**src/rtl/ycr_sleep_ctrl.sv**
```systemverilog
// WFI sleep/wakeup controller: RUN->DRAIN->SLEEP->WAKE->RUN; wfi_req->sleep_o 2 cycles, wake->resume_o WAKE_DLY+1.
// No backpressure: inputs sampled every clock, all outputs registered; wfi_req outside RUN is dropped.
module ycr_sleep_ctrl #(
  parameter int unsigned CNT_W     = 4,
  parameter int unsigned DRAIN_TMO = 64,
  parameter int unsigned WAKE_DLY  = 2
) (
  input  logic             clk,
  input  logic             rst,
  input  logic             wfi_req,
  input  logic             sleep_en,
  input  logic             irq_pending,
  input  logic             dbg_halt_req,
  input  logic [CNT_W-1:0] outst_cnt,
  input  logic             fetch_idle,
  input  logic             wakeup_i,
  output logic             stall_o,
  output logic             sleep_o,
  output logic             resume_o,
  output logic             drain_tmo_o,
  output logic [15:0]      sleep_cnt_o,
  output logic [1:0]       state_o
);

  localparam int unsigned TMR_W = $clog2(DRAIN_TMO + 1);
  localparam int unsigned WK_W  = $clog2(WAKE_DLY + 1);

  typedef enum logic [1:0] {
    ST_RUN   = 2'd0,
    ST_DRAIN = 2'd1,
    ST_SLEEP = 2'd2,
    ST_WAKE  = 2'd3
  } state_t;

  state_t             state_q, state_d;
  logic [TMR_W-1:0]   tmr_q, tmr_d;
  logic [WK_W-1:0]    wk_q, wk_d;
  logic [15:0]        sleep_cnt_q, sleep_cnt_d;
  logic               stall_q, stall_d;
  logic               sleep_q, sleep_d;
  logic               resume_q, resume_d;
  logic               tmo_q, tmo_d;

  logic               wake_evt;
  logic               drained;

  assign wake_evt = irq_pending | dbg_halt_req;
  assign drained  = (outst_cnt == '0) & fetch_idle;

  always_comb begin
    state_d     = state_q;
    tmr_d       = tmr_q;
    wk_d        = wk_q;
    sleep_cnt_d = sleep_cnt_q;
    resume_d    = 1'b0;
    tmo_d       = 1'b0;

    case (state_q)
      ST_RUN: begin
        if (wfi_req) begin
          if (sleep_en && !wake_evt) begin
            state_d = ST_DRAIN;
            tmr_d   = '0;
          end else begin
            // WFI treated as a NOP still owes the pipeline its resume pulse
            resume_d = 1'b1;
          end
        end
      end

      ST_DRAIN: begin
        tmr_d = tmr_q + 1'b1;
        if (wake_evt) begin
          state_d = ST_WAKE;
          wk_d    = '0;
        end else if (drained) begin
          state_d = ST_SLEEP;
          if (sleep_cnt_q != 16'hFFFF) begin
            sleep_cnt_d = sleep_cnt_q + 16'd1;
          end
        end else if (tmr_q == TMR_W'(DRAIN_TMO - 1)) begin
          state_d = ST_WAKE;
          wk_d    = '0;
          tmo_d   = 1'b1;
        end
      end

      ST_SLEEP: begin
        // Holds purely on register state, so arbitrary clock gaps are harmless
        if (wakeup_i || wake_evt) begin
          state_d = ST_WAKE;
          wk_d    = '0;
        end
      end

      ST_WAKE: begin
        if (wk_q == WK_W'(WAKE_DLY - 1)) begin
          state_d  = ST_RUN;
          resume_d = 1'b1;
        end else begin
          wk_d = wk_q + 1'b1;
        end
      end

      default: begin
        state_d = ST_RUN;
      end
    endcase

    stall_d = (state_d != ST_RUN);
    sleep_d = (state_d == ST_SLEEP);
  end

  always_ff @(posedge clk) begin
    if (rst) begin
      state_q     <= ST_RUN;
      tmr_q       <= '0;
      wk_q        <= '0;
      sleep_cnt_q <= '0;
      stall_q     <= 1'b0;
      sleep_q     <= 1'b0;
      resume_q    <= 1'b0;
      tmo_q       <= 1'b0;
    end else begin
      state_q     <= state_d;
      tmr_q       <= tmr_d;
      wk_q        <= wk_d;
      sleep_cnt_q <= sleep_cnt_d;
      stall_q     <= stall_d;
      sleep_q     <= sleep_d;
      resume_q    <= resume_d;
      tmo_q       <= tmo_d;
    end
  end

  assign stall_o     = stall_q;
  assign sleep_o     = sleep_q;
  assign resume_o    = resume_q;
  assign drain_tmo_o = tmo_q;
  assign sleep_cnt_o = sleep_cnt_q;
  assign state_o     = state_q;

`ifndef SYNTHESIS
  a_resume_unstalled : assert property (@(posedge clk) disable iff (rst) resume_o |-> !stall_o);
  a_sleep_stalled    : assert property (@(posedge clk) disable iff (rst) sleep_o |-> stall_o);
  a_tmo_one_cycle    : assert property (@(posedge clk) disable iff (rst) drain_tmo_o |=> !drain_tmo_o);
`endif

endmodule

```
**config.mk**
```make
export PLATFORM = sky130hd
export DESIGN_NAME = ycr_sleep_ctrl
export DESIGN_NICKNAME = d
export VERILOG_FILES = /design/src/rtl/ycr_sleep_ctrl.sv
export SDC_FILE = /design/constraint.sdc
export NUM_CORES = 1
export LEC_CHECK = 0
export CORE_ASPECT_RATIO = 1.75
export CORE_MARGIN = 5
export CORE_UTILIZATION = 51
export CTS_CLUSTER_DIAMETER = 80
export CTS_CLUSTER_SIZE = 40
export DETAILED_ROUTE_END_ITERATION = 6
export GPL_TIMING_DRIVEN = 0
export PLACE_DENSITY = 0.85
export SETUP_SLACK_MARGIN = 0.05
export SYNTH_ARGS = -nofsm -noshare
export SYNTH_HDL_FRONTEND = slang
export SYNTH_SLANG_ARGS = --single-unit
```
**constraint.sdc**
```tcl
create_clock -name clk -period 2.5 [get_ports clk]
set_clock_uncertainty 0.2 [all_clocks]
set_input_delay 0.5 -clock clk [delete_from_list [all_inputs] [get_ports clk]]
set_output_delay 0.5 -clock clk [all_outputs]
set_load 0.01 [all_outputs]
```
==> metrics.csv, run 1 <==
metric;value;unit
status;complete, no violations;
Synth area leaders;dfxtp_1 (37%), xnor2_1 (8.8%), nor2_1 (6.0%), ha_1 (5.9%), nor4_2 (3.0%);
Seq/Total Area, Yosys;0.369;
Hold Crit Endpoint;tmr_q[1];
Detailed Routing Iterations Pass 1;4;
first-pass GRT wire length;6.65;mm
Layout area overhead;28.4;%
CTS tree;yes;
Cell Area, Synth;1680;um^2
ANT nets after route;0;
Area after DPL;2060;um^2
Final GP Congestion;0.831;
Syn Nets;210;
CTS Root Cell;clkbuf_8;
GRT Util Overall;0.192;
Num Clock Sinks;31;
Cells after Synth;190;
Post-CTS Hold Buffers;0;
initial drt markers;42;
hold path depth;2;
CP max FO;5;
# H-tree levels;2;
ANT cells;0;
Hold Crit Class;flip-flop to flip-flop;
WP data arrival;2.37;ns
final hold vios;0;
Core Util, Final;0.680;
reg2reg end;sleep_cnt_o[2];
largest net degree at the start of global routing;11;
die span in y;86.0;um
antenna violations before repair;0;
vias after detailed routing;1532;
final count of pins violating max slew;0;
RSZ-0062 raised after global routing;yes;
slowest CP cell;or4_4;
worst-skew pair later-pin latency;0.28;ns
drt total wl;3.86;mm
peak supply drop;0.500;mV
YS warnings;0;
Top delay family on crit path;simple AND/OR/NAND/NOR gates;
CTS Buf Count;5;
filler cell count;304;
top-count cell post-synth;dfxtp_1;
min cycle time layout;2.41;ns
vias per std cell;5.63;
Tightest Pin Transition;0.483;ns
Critical Path Max Stage Delay;0.59;ns
fin area;2160;um^2
top_reg_cell synth;dfxtp_1;
nature of the critical path endpoint;flip-flop;
post-synth top area cell;dfxtp_1;
Critical path buffers and inverters;1;
drt wl/cell;14.2;um
core footprint;3180;um^2
grt total ovfl;0;
Final period util;0.965;
Max Cap Viol;0;
count of different cell masters after synthesis;48;
crit-path cells;clkdlybuf4s50_1 -> or4_4 -> or4_4 -> nor3_2 -> xnor2_1 -> nor2_1;
asr flop ratio synth;0;
Max transition margin;0.675;
HPWL Detailed;2.92;mm
NumNets Final;248;
Residual DRC;0;
R2R depth;7;
Final setup viols;0;
IO Port Bufs;32;
Clock Path Buffers;2;
PD cells;593;nW/um^2
Worst-path clk slew;0.06;ns
synth cell count leaders;dfxtp_1 (31), nor2_1 (27), xnor2_1 (17), nand2_1 (13);
Cell Rows;27;
Highest Clock Rate;414;MHz
chip width;53.4;um
CP Data Required Time;2.45;ns
critical path class;input port to flip-flop;
vias in the first global route;1630;
Initial Utilization;0.530;
worst r2r src;sleep_cnt_o[1];
P_leak;0.696;nW
layout cells sized above 1;0.118;
top-area cell type share of the netlist area;0.369;
DIE AREA;4590;um^2
EDFF count, synth;0;
CP Launch Type;input port;
mean post-synth cell area;8.86;um^2
I/O pin cnt;34;
CP dominant cell by count;or4_4;
FF-to-FF setup slack;0.23;ns
min-delay src;tmr_q[1];
synthesized flop and latch total;31;
-- per-stage QoR --
stage / hold slack [ns] / worst slack (ns) / TNS (ns) / total power [mW] / instances
finish: 0.271 / 0.0874 / 0 / 1.28 / 272
global route: 0.324 / 0.0187 / 0 / 1.36 / 272
CTS: 0.276 / 0.0482 / 0 / 1.29 / 272
detailed placement: 0.268 / -0.345 / -4.72 / 0.910 / 265
global placement: 0.258 / -0.343 / -4.40 / 0.907 / 265
floorplan: 0.249 / 0.233 / 0 / 0.785 / 190
-- worst register-to-register path: stages (launching register included) --
cell and delay [ns]:
dfxtp_1 0.41, ha_1 0.19, nand3_1 0.16, nor4_1 0.50, buf_2 0.36, nor3b_1 0.11
xnor2_1 0.16, nor2_1 0.06
-- flip-flops by register name, summed over array words and instances, names as in the netlist --
register / cells
state_o: 2
stall_o: 1
resume_o: 1
sleep_cnt_o: 16
wk_q: 2
drain_tmo_o: 1
sleep_o: 1
tmr_q: 7
-- cell type report --
cell class                 count  area, um^2  share of cell area
multi-input combinational    145        1030               0.477
tap                           43        53.8              0.0249
clock inverter                 1        5.00             0.00232
timing repair buffer          32         318               0.147
inverter                       8        30.0              0.0139
sequential                    31         621               0.287
clock buffer                   7        76.3              0.0353
buffer                         5        27.5              0.0127
-- per-layer routing --
metal,track usage,share of wire
met1,0.185,0.38
met2,0.349,0.56
met3,0.0470,0.029
met4,0.107,0.023
met5,0,0
-- where the power goes --
part	internal (mW)	total, mW	switching (mW)
sequential	0.524	0.547	0.0227
combinational	0.163	0.362	0.199
clock	0.195	0.374	0.179
total	0.882	1.28	0.401
-- worst max-delay path by stage --
| stage | start | to | slack, ns | cells after the start |
|---|---|---|---|---|
| after CTS | outst_cnt[0] | sleep_cnt_o[14] | 0.05 | 6 |
| final | outst_cnt[0] | sleep_cnt_o[12] | 0.09 | 6 |
| after global placement | dbg_halt_req | sleep_cnt_o[14] | -0.34 | 6 |
| after detailed placement | dbg_halt_req | sleep_cnt_o[14] | -0.35 | 6 |
| after global routing | outst_cnt[0] | sleep_cnt_o[7] | 0.02 | 7 |
| after floorplan | state_o[0] | sleep_cnt_o[14] | 0.23 | 7 |
-- placed cells by master (no fill, tap or decap), types with 3 or more instances in the layout --
| master | Yosys | final |
|---|---|---|
| dfxtp_1 | 31 | 31 |
| clkbuf_8 | 0 | 5 |
| nor2_1 | 27 | 25 |
| nor2b_1 | 4 | 4 |
| o21ai_0 | 7 | 7 |
| a21oi_1 | 7 | 7 |
| nor4b_1 | 3 | 3 |
| xnor2_1 | 17 | 17 |
| ha_1 | 8 | 7 |
| inv_1 | 8 | 8 |
| nand4_1 | 5 | 5 |
| clkbuf_1 | 3 | 4 |
| nand3_1 | 8 | 8 |
| nor3_1 | 4 | 4 |
| nand2_1 | 13 | 13 |
| nor4_2 | 4 | 4 |
| clkdlybuf4s50_1 | 0 | 30 |
-- cell families after synthesis --
| group | after synthesis | share of synthesized area |
|---|---|---|
| adder cells (fa/ha/maj) | 8 | 0.0595 |
| XOR/XNOR | 17 | 0.0885 |
| AND/OR/NAND/NOR | 87 | 0.311 |
| buffers and inverters | 14 | 0.0364 |
| AO/OA/AOI/OAI | 32 | 0.130 |
| multiplexers | 1 | 0.00595 |
| flip-flops | 31 | 0.369 |
-- repair_timing --
item	CTS	global route
endpoints found under the setup margin	11	13
gates resized for setup	4	6
buffers inserted	0	0
cloned	0	0
pin swaps	1	2
Note: power is estimated with default switching activity, not from simulation.
==> inputs of run 2 (changes only) <==
--- a/config.mk
+++ b/config.mk
@@ -7,12 +7,13 @@
 export LEC_CHECK = 0
 export CORE_ASPECT_RATIO = 1.75
 export CORE_MARGIN = 5
-export CORE_UTILIZATION = 51
+export CORE_UTILIZATION = 60
 export CTS_CLUSTER_DIAMETER = 80
 export CTS_CLUSTER_SIZE = 40
 export DETAILED_ROUTE_END_ITERATION = 6
+export DONT_BUFFER_PORTS = 1
 export GPL_TIMING_DRIVEN = 0
-export PLACE_DENSITY = 0.85
+export PLACE_DENSITY = 0.82
 export SETUP_SLACK_MARGIN = 0.05
 export SYNTH_ARGS = -nofsm -noshare
 export SYNTH_HDL_FRONTEND = slang
==> metrics.csv, run 2 (synthesized netlist as in run 1, its figures left out) <==
metric;value;unit;change
CP Data Required Time;2.46;ns;was 2.45 ns
Clock Power Share;0.356;;was 0.292
crit path from;state_o[0];;was outst_cnt[0]
Core Util, Final;0.682;;was 0.680
Clock Path Buffers;2;;unchanged
routing usage on met3;0.0761;;was 0.0470
CTS Buf Count;5;;unchanged
HPWL Detailed;2.89;mm;was 2.92 mm
Final setup viols;0;;unchanged
Multi-input gate area;1020;um^2;was 1030 um^2
CP endpoint;sleep_cnt_o[14];;was sleep_cnt_o[12]
most common cell after layout, fill and taps aside;dfxtp_1;;unchanged
Reg power frac;0.425;;was 0.426
Place WS;-0.0429;ns;was -0.345 ns
met2 Use GR;0.372;;was 0.349
drt wl/cell;17.3;um;was 14.2 um
ANT nets after route;0;;unchanged
IO Port Bufs;0;;was 32
worst-skew pair later-pin latency;0.28;ns;about the same
Max transition margin;0.691;;was 0.675
layout cells sized above 1;0.122;;was 0.118
largest net degree at the start of global routing;11;;unchanged
reg2reg end;sleep_cnt_o[14];;was sleep_cnt_o[2]
critical path class;flip-flop to flip-flop;;was input port to flip-flop
Register Area;621;um^2;unchanged
met1 GRT Util;0.196;;was 0.185
grt total ovfl;0;;unchanged
I/O pin cnt;34;;unchanged
Residual DRC;0;;unchanged
first-pass GRT wire length;6.55;mm;was 6.65 mm
# H-tree levels;2;;unchanged
die span in y;80.1;um;was 86.0 um
max reg flops;16;;unchanged
Int Pwr;931;uW;was 882 uW
drt total wl;3.86;mm;about the same
Highest Clock Rate;438;MHz;was 414 MHz
worst r2r src;state_o[0];;was sleep_cnt_o[1]
vias after detailed routing;1448;;was 1532
switching share of power;0.299;;was 0.313
DIE AREA;4010;um^2;was 4590 um^2
CP max FO;10;;was 5
Layout area overhead;9.00;%;was 28.4%
min-delay src;wfi_req;;was tmr_q[1]
nature of the critical path endpoint;flip-flop;;unchanged
core footprint;2690;um^2;was 3180 um^2
Final period util;0.914;;was 0.965
vias per std cell;6.49;;was 5.63
most frequent cells in the layout;dfxtp_1 (31), nor2_1 (27), xnor2_1 (17), nand2_1 (13);;was dfxtp_1 (31), clkdlybuf4s50_1 (30), nor2_1 (25), xnor2_1 (17), nand2_1 (13)
Final GP Congestion;0.815;;was 0.831
R2R depth;6;;was 7
Setup Buffers After CTS;0;;unchanged
WP data arrival;2.24;ns;was 2.37 ns
PD cells;725;nW/um^2;was 593 nW/um^2
min cycle time layout;2.28;ns;was 2.41 ns
vias in the first global route;1481;;was 1630
ANT cells;0;;unchanged
NumNets Final;216;;was 248
final setup margin;0.216;ns;was 0.0874 ns
initial drt markers;39;;was 42
RSZ-0062 raised after global routing;no;;was yes
grt peak-use layer;met2;;unchanged
Cell Rows;25;;was 27
CTS tree;yes;;unchanged
status;complete, no violations;;unchanged
overall power;1.33;mW;was 1.28 mW
filler cell count;224;;was 304
Post-CTS Hold Buffers;0;;unchanged
Detailed Routing Iterations Pass 1;4;;unchanged
hold path depth;2;;unchanged
final hold slack;0.262;ns;was 0.271 ns
final hold vios;0;;unchanged
Setup TNS Final;0;ns;unchanged
FF-to-FF setup slack;0.22;ns;was 0.23 ns
P_leak;0.588;nW;was 0.696 nW
Tightest Pin Transition;0.464;ns;was 0.483 ns
P_sw;398;uW;was 401 uW
chip width;50.0;um;was 53.4 um
GRT Util Overall;0.211;;was 0.192
CP Launch Type;flip-flop;;was input port
Max Cap Viol;0;;unchanged
peak supply drop;0.539;mV;was 0.500 mV
Hold Crit Class;input port to flip-flop;;was flip-flop to flip-flop
Initial Utilization;0.626;;was 0.530
final count of pins violating max slew;0;;unchanged
Num Clock Sinks;31;;unchanged
Logic pwr share;0.219;;was 0.282
antenna violations before repair;0;;unchanged
Worst-path clk slew;0.06;ns;about the same
CTS Root Cell;clkbuf_8;;unchanged
run 2: power by group through the flow:
stage	clock network (mW)	logic, mW	registers, mW
after global routing	0.509	0.327	0.568
after CTS	0.485	0.279	0.563
after detailed placement	0	0.277	0.574
after global placement	0	0.262	0.574
after floorplan	0	0.219	0.566
final	0.473	0.291	0.565
run 2: through the flow:
stage / instances / instance area (um^2)
6_report: 223 / 1830
5_1_grt: 223 / 1830
4_1_cts: 223 / 1820
2_1_floorplan: 190 / 1680
3_3_place_gp: 217 / 1720
3_5_place_dp: 217 / 1720
run 2: what timing repair did:
action                                  4_1_cts  5_1_grt
endpoints found under the hold margin         0        0
resized for setup                             0        3
endpoints found under the setup margin       11       15
gates cloned                                  0        0
run 2: worst min path at each step:
stage	end	slack, ns
floorplan	tmr_q[1]	0.25
global placement	tmr_q[1]	0.26
detailed placement	tmr_q[1]	0.27
CTS	resume_o	0.26
global route	resume_o	0.26
finish	resume_o	0.26
run 2: cell type report:
class,instances,share of cell area
Inverter,8,0.0164
Sequential cell,31,0.338
Multi-Input combinational cell,145,0.556
Buffer,5,0.0150
Clock inverter,1,0.0164
Tap cell,27,0.0184
Clock buffer,6,0.0396
run 2: metal layers:
| layer | wire length (um) | up-vias |
|---|---|---|
| met5 | 0 | - |
| met4 | 96 | 0 |
| met3 | 301 | 9 |
| met2 | 2050 | 43 |
| met1 | 1410 | 695 |
| li1 | - | 701 |
run 2: worst max-delay path, stage by stage, from the launching register on:
cell and delay, ns:
dfxtp_1 0.55, ha_4 0.27, nand4bb_2 0.15, or4_4 0.60, nor2_1 0.16, mux2i_1 0.19
nor2_1 0.05
==> inputs of run 3 (changes only) <==
--- a/config.mk
+++ b/config.mk
@@ -18,3 +18,4 @@
 export SYNTH_ARGS = -nofsm -noshare
 export SYNTH_HDL_FRONTEND = slang
 export SYNTH_SLANG_ARGS = --single-unit
+export TNS_END_PERCENT = 10
==> constraint.sdc (replaced) <==
create_clock -name clk -period 2.39 [get_ports clk]
set_clock_uncertainty 0.2 [all_clocks]
set_input_delay 0.478 -clock clk [delete_from_list [all_inputs] [get_ports clk]]
set_output_delay 0.478 -clock clk [all_outputs]
set_load 0.01 [all_outputs]
==> metrics.csv, run 3 (synthesized netlist as in run 1, its figures left out) <==
metric;value;unit;change
status;complete, no violations;;unchanged
CP Data Required Time;2.34;ns;was 2.46 ns
Hold Crit Class;input port to flip-flop;;unchanged
CTS Buf Count;5;;unchanged
Int Pwr;976;uW;was 931 uW
peak supply drop;0.564;mV;was 0.539 mV
grt total ovfl;0;;unchanged
drt total wl;3.86;mm;about the same
P_leak;0.588;nW;about the same
Final period util;0.935;;was 0.914
Max Cap Viol;0;;unchanged
PD cells;758;nW/um^2;was 725 nW/um^2
Initial Utilization;0.626;;unchanged
WP data arrival;2.19;ns;was 2.24 ns
Final GP Congestion;0.815;;unchanged
min cycle time layout;2.23;ns;was 2.28 ns
CTS Root Cell;clkbuf_8;;unchanged
GRT Util Overall;0.211;;about the same
chip width;50.0;um;unchanged
critical path class;flip-flop to flip-flop;;unchanged
CP max FO;10;;unchanged
P_sw;419;uW;was 398 uW
Num Clock Sinks;31;;unchanged
final hold vios;0;;unchanged
final setup margin;0.155;ns;was 0.216 ns
CTS tree;yes;;unchanged
ANT nets after route;0;;unchanged
largest net degree at the start of global routing;11;;unchanged
Setup Buffers After CTS;0;;unchanged
ANT cells;0;;unchanged
Logic pwr share;0.219;;about the same
vias per std cell;6.53;;was 6.49
Highest Clock Rate;447;MHz;was 438 MHz
layout cells sized above 1;0.138;;was 0.122
CP Launch Type;flip-flop;;unchanged
placed instance count;217;;unchanged
most common cell after layout, fill and taps aside;dfxtp_1;;unchanged
first-pass GRT wire length;6.56;mm;was 6.55 mm
Clock Path Buffers;2;;unchanged
Layout area overhead;9.29;%;was 9.00%
Worst-path clk slew;0.06;ns;about the same
worst-skew pair later-pin latency;0.28;ns;about the same
Place WS;-0.153;ns;was -0.0429 ns
Residual DRC;0;;unchanged
vias after detailed routing;1457;;was 1448
Clock Power Share;0.355;;was 0.356
Final setup viols;0;;unchanged
Detailed Routing Iterations Pass 1;4;;unchanged
die span in y;80.1;um;unchanged
core footprint;2690;um^2;unchanged
Cell Rows;25;;unchanged
Max transition margin;0.691;;about the same
Tightest Pin Transition;0.464;ns;about the same
post-cts sizing count;2;;was 0
RSZ-0062 raised after global routing;yes;;was no
NumNets Final;216;;unchanged
overall power;1.39;mW;was 1.33 mW
fin cells;223;;unchanged
drt wl/cell;17.3;um;about the same
max reg flops;16;;unchanged
DIE AREA;4010;um^2;unchanged
HPWL Detailed;2.89;mm;unchanged
Core Util, Final;0.684;;was 0.682
I/O pin cnt;34;;unchanged
nature of the critical path endpoint;flip-flop;;unchanged
switching share of power;0.300;;was 0.299
vias in the first global route;1481;;unchanged
final count of pins violating max slew;0;;unchanged
initial drt markers;39;;unchanged
IO Port Bufs;0;;unchanged
antenna violations before repair;0;;unchanged
Post-CTS Hold Buffers;0;;unchanged
most frequent cells in the layout;dfxtp_1 (29), nor2_1 (27), xnor2_1 (17), nand2_1 (13), nand3_1 (8);;was dfxtp_1 (31), nor2_1 (27), xnor2_1 (17), nand2_1 (13)
# H-tree levels;2;;unchanged
Reg power frac;0.426;;was 0.425
run 3: cell count changes in the layout (fill, tap and decap cells not counted), sizes merged:
cell	delta
clkbuf	+1
buf	-1
run 3: critical path, stage by stage, from the launching register on:
cell      delay [ns]
dfxtp_1         0.46
ha_1            0.23
nand3_1         0.19
nor4_2          0.42
clkbuf_4        0.32
nor4_2          0.06
xnor2_1         0.17
nor2_1          0.07
run 3: area by class of cell:
cell class / count / area, um^2
Tap cell: 27 / 33.8
Clock buffer: 6 / 72.6
Fill cell: 222 / 851
Multi-Input combinational cell: 145 / 1020
Buffer: 5 / 30.0
Clock inverter: 1 / 30.0
Inverter: 8 / 30.0
Sequential cell: 31 / 623
run 3: per-stage QoR:
stage | TNS, ns | hold WS, ns | cell area, um^2
floorplan | 0 | 0.249 | 1680
global placement | -0.836 | 0.259 | 1720
detailed placement | -1.20 | 0.271 | 1720
CTS | 0 | 0.241 | 1830
global route | 0 | 0.239 | 1840
finish | 0 | 0.240 | 1840
run 3: worst paths after layout:
check	startpoint	endpoint	slack, ns	depth (start not counted)
setup / recovery	sleep_cnt_o[1]	sleep_cnt_o[13]	0.16	7
hold / removal	wfi_req	resume_o	0.24	2
setup reg to reg	sleep_cnt_o[1]	sleep_cnt_o[13]	0.16	7
hold reg to reg	tmr_q[1]	tmr_q[1]	0.28	2
run 3: power groups by stage:
stage	clock, mW	sequential, mW	combinational, mW
after floorplan	0	0.592	0.229
final	0.495	0.594	0.306
after CTS	0.507	0.592	0.303
after global routing	0.532	0.597	0.343
after global placement	0	0.600	0.274
after detailed placement	0	0.600	0.290
run 3: routing by layer:
layer	global-route usage	vias to the layer above	share of wire
met5	0	-	0
met4	0.136	0	0.025
met3	0.0761	9	0.080
met2	0.372	48	0.53
met1	0.197	700	0.36
li1	-	700	-
